## src/rtl/idct_transpose_buf_pkg.sv

```systemverilog
//============================================================================
// Module  : idct_transpose_buf_pkg
// Brief   : Shared constants and types for the 4-point IDCT pipeline stages.
// Revision: 1.0 - initial release
//============================================================================
`default_nettype none

package idct_transpose_buf_pkg;

    localparam int IDCT_DATA_W   = 25;
    localparam int IDCT_N        = 4;
    localparam int IDCT_CLIP_MIN = -32768;
    localparam int IDCT_CLIP_MAX = 32767;
    localparam int IDCT_SHIFT_1  = 7;
    localparam int IDCT_SHIFT_2  = 12;

    typedef logic [3:0] idct_ptr_t;
    typedef logic [1:0] idct_col_t;

    function automatic logic idct_is_last_col(input idct_col_t col);
        return col == idct_col_t'(IDCT_N - 1);
    endfunction

endpackage

`default_nettype wire

```

## src/rtl/idct_transpose_buf_bank.sv

```systemverilog
//============================================================================
// Module  : idct_tb_bank
// Brief   : One 16-entry transpose bank: row-major write port, 4-wide column read.
// Revision: 1.0 - initial release
//============================================================================
`default_nettype none

module idct_tb_bank
    import idct_transpose_buf_pkg::*;
#(
    parameter int DATA_W = IDCT_DATA_W
) (
    input  logic              clk,
    input  logic              we,
    input  idct_ptr_t         waddr,
    input  logic [DATA_W-1:0] wdata,
    input  idct_col_t         rcol,
    output logic [DATA_W-1:0] rdata [4]
);

    // Contents are deliberately not reset; validity is tracked by the owner.
    logic [DATA_W-1:0] r_mem [16];

    always_ff @(posedge clk) begin
        if (we) begin
            r_mem[waddr] <= wdata;
        end
    end

    // Address is {row, col}, so a column read picks entries col, col+4, col+8, col+12.
    generate
        for (genvar r = 0; r < 4; r++) begin : g_row
            assign rdata[r] = r_mem[{2'(r), rcol}];
        end
    endgenerate

endmodule

`default_nettype wire

```

## src/rtl/idct_transpose_buf.sv

```systemverilog
//============================================================================
// Module  : idct_transpose_buf
// Brief   : Ping-pong 4x4 transpose buffer between row and column IDCT passes.
//           Define IDCT_TRANSPOSE_CLIP_EN to saturate inputs to signed 16 bits.
// Revision: 1.0 - initial release
//============================================================================
`default_nettype none

module idct_transpose_buf
    import idct_transpose_buf_pkg::*;
#(
    parameter int DATA_W = IDCT_DATA_W,
    parameter int N      = IDCT_N
) (
    input  logic                     clk,
    input  logic                     reset,
    input  logic                     in_valid,
    output logic                     in_ready,
    input  logic signed [DATA_W-1:0] in_data,
    output logic                     out_valid,
    input  logic                     out_ready,
    output logic signed [DATA_W-1:0] out_d0,
    output logic signed [DATA_W-1:0] out_d1,
    output logic signed [DATA_W-1:0] out_d2,
    output logic signed [DATA_W-1:0] out_d3,
    output logic [1:0]               out_col,
    output logic                     out_last
);

    generate
        if (N != 4) begin : g_bad_n
            $error("idct_transpose_buf: only N = 4 is supported");
        end
    endgenerate

    logic                     r_wr_bank;
    logic                     r_rd_bank;
    idct_ptr_t                r_wr_ptr;
    idct_col_t                r_rd_col;
    logic [1:0]               r_full;
    logic [1:0]               w_full_nxt;
    logic                     w_wr_acc;
    logic                     w_rd_acc;
    logic signed [DATA_W-1:0] w_wdata;
    logic [DATA_W-1:0]        w_rd0 [4];
    logic [DATA_W-1:0]        w_rd1 [4];
    logic [DATA_W-1:0]        w_col [4];

    assign in_ready  = !r_full[r_wr_bank];
    assign out_valid = r_full[r_rd_bank];
    assign w_wr_acc  = in_valid && in_ready;
    assign w_rd_acc  = out_valid && out_ready;

`ifdef IDCT_TRANSPOSE_CLIP_EN
    localparam logic signed [DATA_W-1:0] c_clip_max = DATA_W'(IDCT_CLIP_MAX);
    localparam logic signed [DATA_W-1:0] c_clip_min = DATA_W'(IDCT_CLIP_MIN);

    always_comb begin
        w_wdata = in_data;
        if (in_data > c_clip_max) begin
            w_wdata = c_clip_max;
        end else if (in_data < c_clip_min) begin
            w_wdata = c_clip_min;
        end
    end
`else
    assign w_wdata = in_data;
`endif

    // A write needs !full[wr_bank] and a read needs full[rd_bank], so the two
    // updates below always target different banks and never conflict.
    always_comb begin
        w_full_nxt = r_full;
        if (w_wr_acc && r_wr_ptr == 4'd15) begin
            w_full_nxt[r_wr_bank] = 1'b1;
        end
        if (w_rd_acc && idct_is_last_col(r_rd_col)) begin
            w_full_nxt[r_rd_bank] = 1'b0;
        end
    end

    always_ff @(posedge clk or posedge reset) begin
        if (reset) begin
            r_wr_bank <= 1'b0;
            r_rd_bank <= 1'b0;
            r_wr_ptr  <= '0;
            r_rd_col  <= '0;
            r_full    <= '0;
        end else begin
            r_full <= w_full_nxt;
            if (w_wr_acc) begin
                r_wr_ptr <= r_wr_ptr + 4'd1;
                if (r_wr_ptr == 4'd15) begin
                    r_wr_bank <= ~r_wr_bank;
                end
            end
            if (w_rd_acc) begin
                r_rd_col <= r_rd_col + 2'd1;
                if (idct_is_last_col(r_rd_col)) begin
                    r_rd_bank <= ~r_rd_bank;
                end
            end
        end
    end

    idct_tb_bank #(.DATA_W(DATA_W)) u_bank0 (
        .clk   (clk),
        .we    (w_wr_acc && !r_wr_bank),
        .waddr (r_wr_ptr),
        .wdata (w_wdata),
        .rcol  (r_rd_col),
        .rdata (w_rd0)
    );

    idct_tb_bank #(.DATA_W(DATA_W)) u_bank1 (
        .clk   (clk),
        .we    (w_wr_acc && r_wr_bank),
        .waddr (r_wr_ptr),
        .wdata (w_wdata),
        .rcol  (r_rd_col),
        .rdata (w_rd1)
    );

    generate
        for (genvar r = 0; r < 4; r++) begin : g_out
            assign w_col[r] = out_valid ? (r_rd_bank ? w_rd1[r] : w_rd0[r]) : '0;
        end
    endgenerate

    assign out_d0   = w_col[0];
    assign out_d1   = w_col[1];
    assign out_d2   = w_col[2];
    assign out_d3   = w_col[3];
    assign out_col  = out_valid ? r_rd_col : 2'd0;
    assign out_last = out_valid && idct_is_last_col(r_rd_col);

endmodule

`default_nettype wire

```

## config.mk

```make
export PLATFORM = sky130hd
export DESIGN_NAME = idct_transpose_buf
export DESIGN_NICKNAME = d
export VERILOG_FILES = /design/src/rtl/idct_transpose_buf_pkg.sv /design/src/rtl/idct_transpose_buf_bank.sv /design/src/rtl/idct_transpose_buf.sv
export SDC_FILE = /design/constraint.sdc
export NUM_CORES = 1
export LEC_CHECK = 0
export BUFFER_PORTS_ARGS = -buffer_cell sky130_fd_sc_hd__buf_2
export CORE_AREA = 4 4 244 246
export CTS_CLUSTER_DIAMETER = 100
export DETAILED_ROUTE_END_ITERATION = 12
export DIE_AREA = 0 0 248 250
export PLACE_DENSITY_LB_ADDON = 0.2
export SLEW_MARGIN = 20
export SYNTH_ARGS = -nofsm -noshare
export SYNTH_HDL_FRONTEND = slang
export SYNTH_HIERARCHICAL = 1
export SYNTH_SLANG_ARGS = --single-unit
```

## constraint.sdc

```tcl
create_clock -name clk -period 9.4 [get_ports clk]
set_input_delay 1.88 -clock clk [delete_from_list [all_inputs] [get_ports clk]]
set_output_delay 1.88 -clock clk [all_outputs]
set_load 0.01 [all_outputs]
```

# [Yosys cells after proc, flatten, opt, wreduce, memory -nomap -nowiden]
# Memories as Yosys holds them, arrays and structs flattened.
# Index checks and enable logic that the tools add are counted.
[op_classes] reduce_logical=13 eq_ne=2 bitwise_logic=5 n_shift=0 magnitude_cmp=4 mux=23 add_sub_neg=2 div=0 n_mul=0
[op_table] cell="$mux 25" count=8
[op_table] cell="$mux 1" count=10
[op_table] cell="$logic_and 1x1->1" count=9
[op_table] cell="$mux 2" count=3
[op_table] cell="$add 4x1->4 const B" count=1
[op_table] cell="$eq 4x4->1 const B" count=1
[op_table] cell="$lt 1x2->1 const B" count=2
[op_table] cell="$reduce_and 2->1" count=2
[op_table] cell="$add 2x1->2 const B" count=1
[op_table] cell="$and 2x2->2" count=1
[op_table] cell="$demux 1 s1" count=2
[op_table] cell="$eq 2x2->1 const B" count=1
[op_table] cell="$ge 1x1->1 const B" count=2
[op_table] cell="$logic_not 1->1" count=2
[op_table] cell="$not 1->1" count=2
[op_table] cell="$not 2->2" count=1
[op_table] cell="$or 2x2->2" count=1
[word_totals] output_inout_bits=105 inputBits=29 latch_bits=0 ff_bits=10 rom_bits=0 ramBits=800 mem_count=2
[memory_table] memory="u_bank0.r_mem" depth=16 word_bits=25 read_ports=4 rd_clocked_by_memory_dff=0 wr=1 line_no="idct_transpose_buf_bank.sv:22" source="logic [DATA_W-1:0] r_mem [16];"
[memory_table] memory="u_bank1.r_mem" depth=16 word_bits=25 read_ports=4 rd_clocked_by_memory_dff=0 wr=1 line_no="idct_transpose_buf_bank.sv:22"

# [Logic depth before layout (Yosys ltp)]
[depth] word_depth=8 ltp_mapped=5 mapped_depth_nobuf=4

# [Cells and area by module]
# Netlist, hierarchy kept.
[by_module_without_submodules] mod="idct_tb_bank" area_per_inst_um2=14639.0 n_inst=2 cells_per_inst=545
[by_module_without_submodules] mod="idct_transpose_buf" area_per_inst_um2=2063.2 n_inst=1 cells_per_inst=268

# [Least setup slack after synthesis]
# OpenSTA, ideal clock, no wires.
[synth_path] path_kind="input to register" start="in in_valid" end="mem u_bank1/r_mem[0][0] (netlist bit), enable pin" path_slack_ns=4.520 t_required_ns=8.962 setup_ns=0.438 t_arrival_ns=4.442 path_stages=3 cell_sequence="nor3b_1 -> or3b_2 -> nor3_1"
[synth_via] elab_chain_len=4
[synth_rtl] item="start, declared" line_no="idct_transpose_buf.sv:17" source="input logic in_valid,"
[synth_rtl] item="$logic_and 1x1->1" line_no="idct_transpose_buf.sv:51" source="assign w_wr_acc = in_valid && in_ready;"
[synth_rtl] item="$logic_and 1x1->1" line_no="idct_transpose_buf.sv:117" source=".we (w_wr_acc && r_wr_bank),"
[synth_rtl] item="$mux 1" line_no="idct_transpose_buf_bank.sv:25" source="if (we) begin"
[synth_rtl] item="$mux 1 (implied by the code)" line_no="idct_transpose_buf_bank.sv:26" source="r_mem[waddr] <= wdata;"
[synth_rtl] item="end, declared" line_no="idct_transpose_buf_bank.sv:22"
# Every way passes these cells.

==> summary.md <==
| Metric | Value |
|---|---|
| Worst Path Arrival | 3770 ps |
| GPL Wtd Cong | 0.727 |
| # Post-CTS Setup Buffers | 0 |
| Vias in the first global route | 14.8k |
| Initial DRC Count | 1384 |
| Max_slew headroom | 31.5% |
| Tot GR Track Use | 21.3% |
| FP Rows | 88 |
| WS Path Type | reg2out |
| Routed Antenna Nets | 0 |
| P per Cell Area | 284 nW/um^2 |
| Post-CTS Resized | 0 |
| Status | complete, no violations |
| Yosys reg bits | 810 |
| Height of the die | 250 um |
| Yosys warning total | 6 |
| Worst slew pin tran | 1030 ps |
| CTS tree | done |
| Worst skew pair latency | 620 ps |
| Syn Nets | 1389 |
| Final net count | 1577 |
| Commonest cells after routing, fill and taps aside | 800 x edfxtp_1, 200 x mux4_2, 133 x buf_2, 101 x nor2_1, 100 x mux2i_1 |
| Synth top area cells | edfxtp_1 77%, mux4_2 14%, mux2i_1 3.2% |
| Clock sink total | 810 |
| Final clock skew | 23.6 ps |
| Crit path time final | 5650 ps |
| Startpoint class of the critical path | flop |
| Largest net degree at the start of global routing | 103 |
| Reg2Reg Setup Slack | 6690 ps |
| Via density | 5.99 |
| LEAKAGE | 11.5 nW |
| Hold buffers post-CTS | 0 |
| Launching point of the worst reg2reg path | r_full[1]$_DFF_PP0_ |
| Commonest non-fill, non-tap cell in the layout | edfxtp_1 |
| Element type at the critical path end | output pin |
| Post-Place Cell Area | 32700 um^2 |
| Mapped Area | 31300 um^2 |
| Worst Path Max Fanout | 102 |
| Syn Area/Cell | 23.1 um^2 |
| Die area | 62000 um^2 |
| Hold WC Path Type | reg2reg |
| # port buffers | 133 |
| Hold Fails Final Rpt | 0 |
| Post-route setup TNS | 0 ps |
| Initial Utilization | 54.6% |
| Clk pin slew, worst setup/hold paths | 70 ps |
| Sequential share of the synthesized area | 77.4% |
| Fin. max-slew vios | 0 |
| Cell Count, Final, Fillers Out | 2368 |
| Area share of the leading cell type in the synthesized netlist | 76.6% |
| Hold wc startpoint | r_wr_bank$_DFFE_PP0N_ |
| Final Cell Area | 35200 um^2 |
| H-tree depth | 3 |
| Final wirelength | 64500 um |
| Root Buffer | clkbuf_16 |
| Initial antenna violation count | 1 |
| Io pins | 134 |
| Tcrit/Tclk final | 60.1% |
| Fmax achieved | 0.177 GHz |
| Layout cells sized above 1 | 33.2% |
| DP Cell Count | 2230 |
| Final Setup Violations | 0 |
| Clock Tree Buf Depth | 3 |
| Area leader, netlist | edfxtp_1 |
| Tot Pwr | 10.0 mW |
| Final HPWL DP | 33000 um |
| GRT overflow | 0 |
| DR pass1 iterations | 5 |
| First-pass GRT wire length | 95900 um |
| Post-Syn Instances | 1358 |
| Area delta synth->final | 12.4% |
| Worst Path Required | 7520 ps |
| Post-synth cell types | 32 |
| Fin util | 61.4% |
| Worst Setup SP | r_rd_col[0]$_DFFE_PP0P_ |
| Worst vdd ir | 0.212 mV |
| CTS Buf Count | 78 |
| MaxCap Viol Count | 0 |
| Drc violations | 0 |
| RSZ-0062 raised after global routing | false |
| CORE AREA | 57400 um^2 |
| WL per Instance | 27.3 um |
| Via count | 14.2k |
| Die X | 248 um |
[layout make-up]
cell class              instances  area (um^2)
flip-flops and latches        810        24300
fillers                      3935        22100
multi-input cells             478         6440
clock buffers                  92         2110
repair buffers                175         1010
well taps                     765          957
clock inverters                42          400
inverters                       3         11.3
diodes                          3         7.51
[Yosys cell counts]
cell       instances
dfrtp_1           10
and3_1             2
buf_6             12
nor3_1             8
nand4_1            1
a31oi_1            1
buf_2             25
nand3_1            4
mux2i_2            1
inv_2              1
buf_12            20
nor3b_1            2
nand3b_1           4
buf_1              2
nand2b_1           4
buf_4              8
xnor2_1            4
and2_1             3
a21oi_1            1
or3_1              1
inv_1              2
mux2_1             1
nand2_1            7
o21ai_0            2
mux4_2           200
or3b_2             2
edfxtp_1         800
a2bb2oi_1          1
mux2i_1          101
mux2_2             1
nor2_1           125
ha_1               2
[metal layers]
layer,GRT usage [%],part of all wire (%),vias to the layer above
met3,3.36,6.5,67
met4,5.13,1.5,2
met2,35.1,50,436
met1,30.5,42,7660
li1,-,-,6024
met5,0,0.014,-
[sequential cells by signal, indices dropped and copies added (netlist names)]
signal / cells
u_bank1/r_mem: 400
r_rd_bank: 1
r_full: 2
u_bank0/r_mem: 400
r_rd_col: 2
r_wr_bank: 1
r_wr_ptr: 4
[through the flow]
step / hold slack [ps] / setup WS, ps
2_1_floorplan: 523 / 4520
3_3_place_gp: 605 / 4130
3_5_place_dp: 615 / 4170
4_1_cts: 630 / 3490
5_1_grt: 643 / 3470
6_report: 635 / 3750
[kinds of logic after synthesis]
group | count (synthesis) | synth area share [%]
flops | 810 | 77.4
mux | 304 | 17.7
simple gates | 163 | 2.19
buf+inv | 70 | 2.36
compound gates | 5 | 0.0958
xor+xnor | 4 | 0.112
fa+ha+maj | 2 | 0.0798
[critical path, stage by stage (launching register included)]
cell and delay [ps]:
dfrtp_4 820, buf_12 300, buf_12 590, mux4_2 600
mux2i_1 360, nor2_1 80, buf_2 170
[path summary, 6_finish.rpt]
path / end / cells past startpoint
max in group asynchronous: r_rd_col[1]$_DFFE_PP0P_ / 2
hold / removal: r_wr_bank$_DFFE_PP0N_ / 2
hold reg to reg: r_wr_bank$_DFFE_PP0N_ / 2
setup / recovery: out_d1[23] / 6
setup reg to reg: u_bank1/r_mem[14][14]$_DFFE_PP_ / 4
min in group asynchronous: r_wr_bank$_DFFE_PP0N_ / 2
[where the power goes]
group,switching [mW],total [mW],internal [mW]
Combinational,1.36,2.57,1.21
Clock,1.28,3.07,1.79
Sequential,0.172,4.35,4.18
Total,2.82,10.0,7.18
No activity file was read; power rests on OpenSTA's default activity.
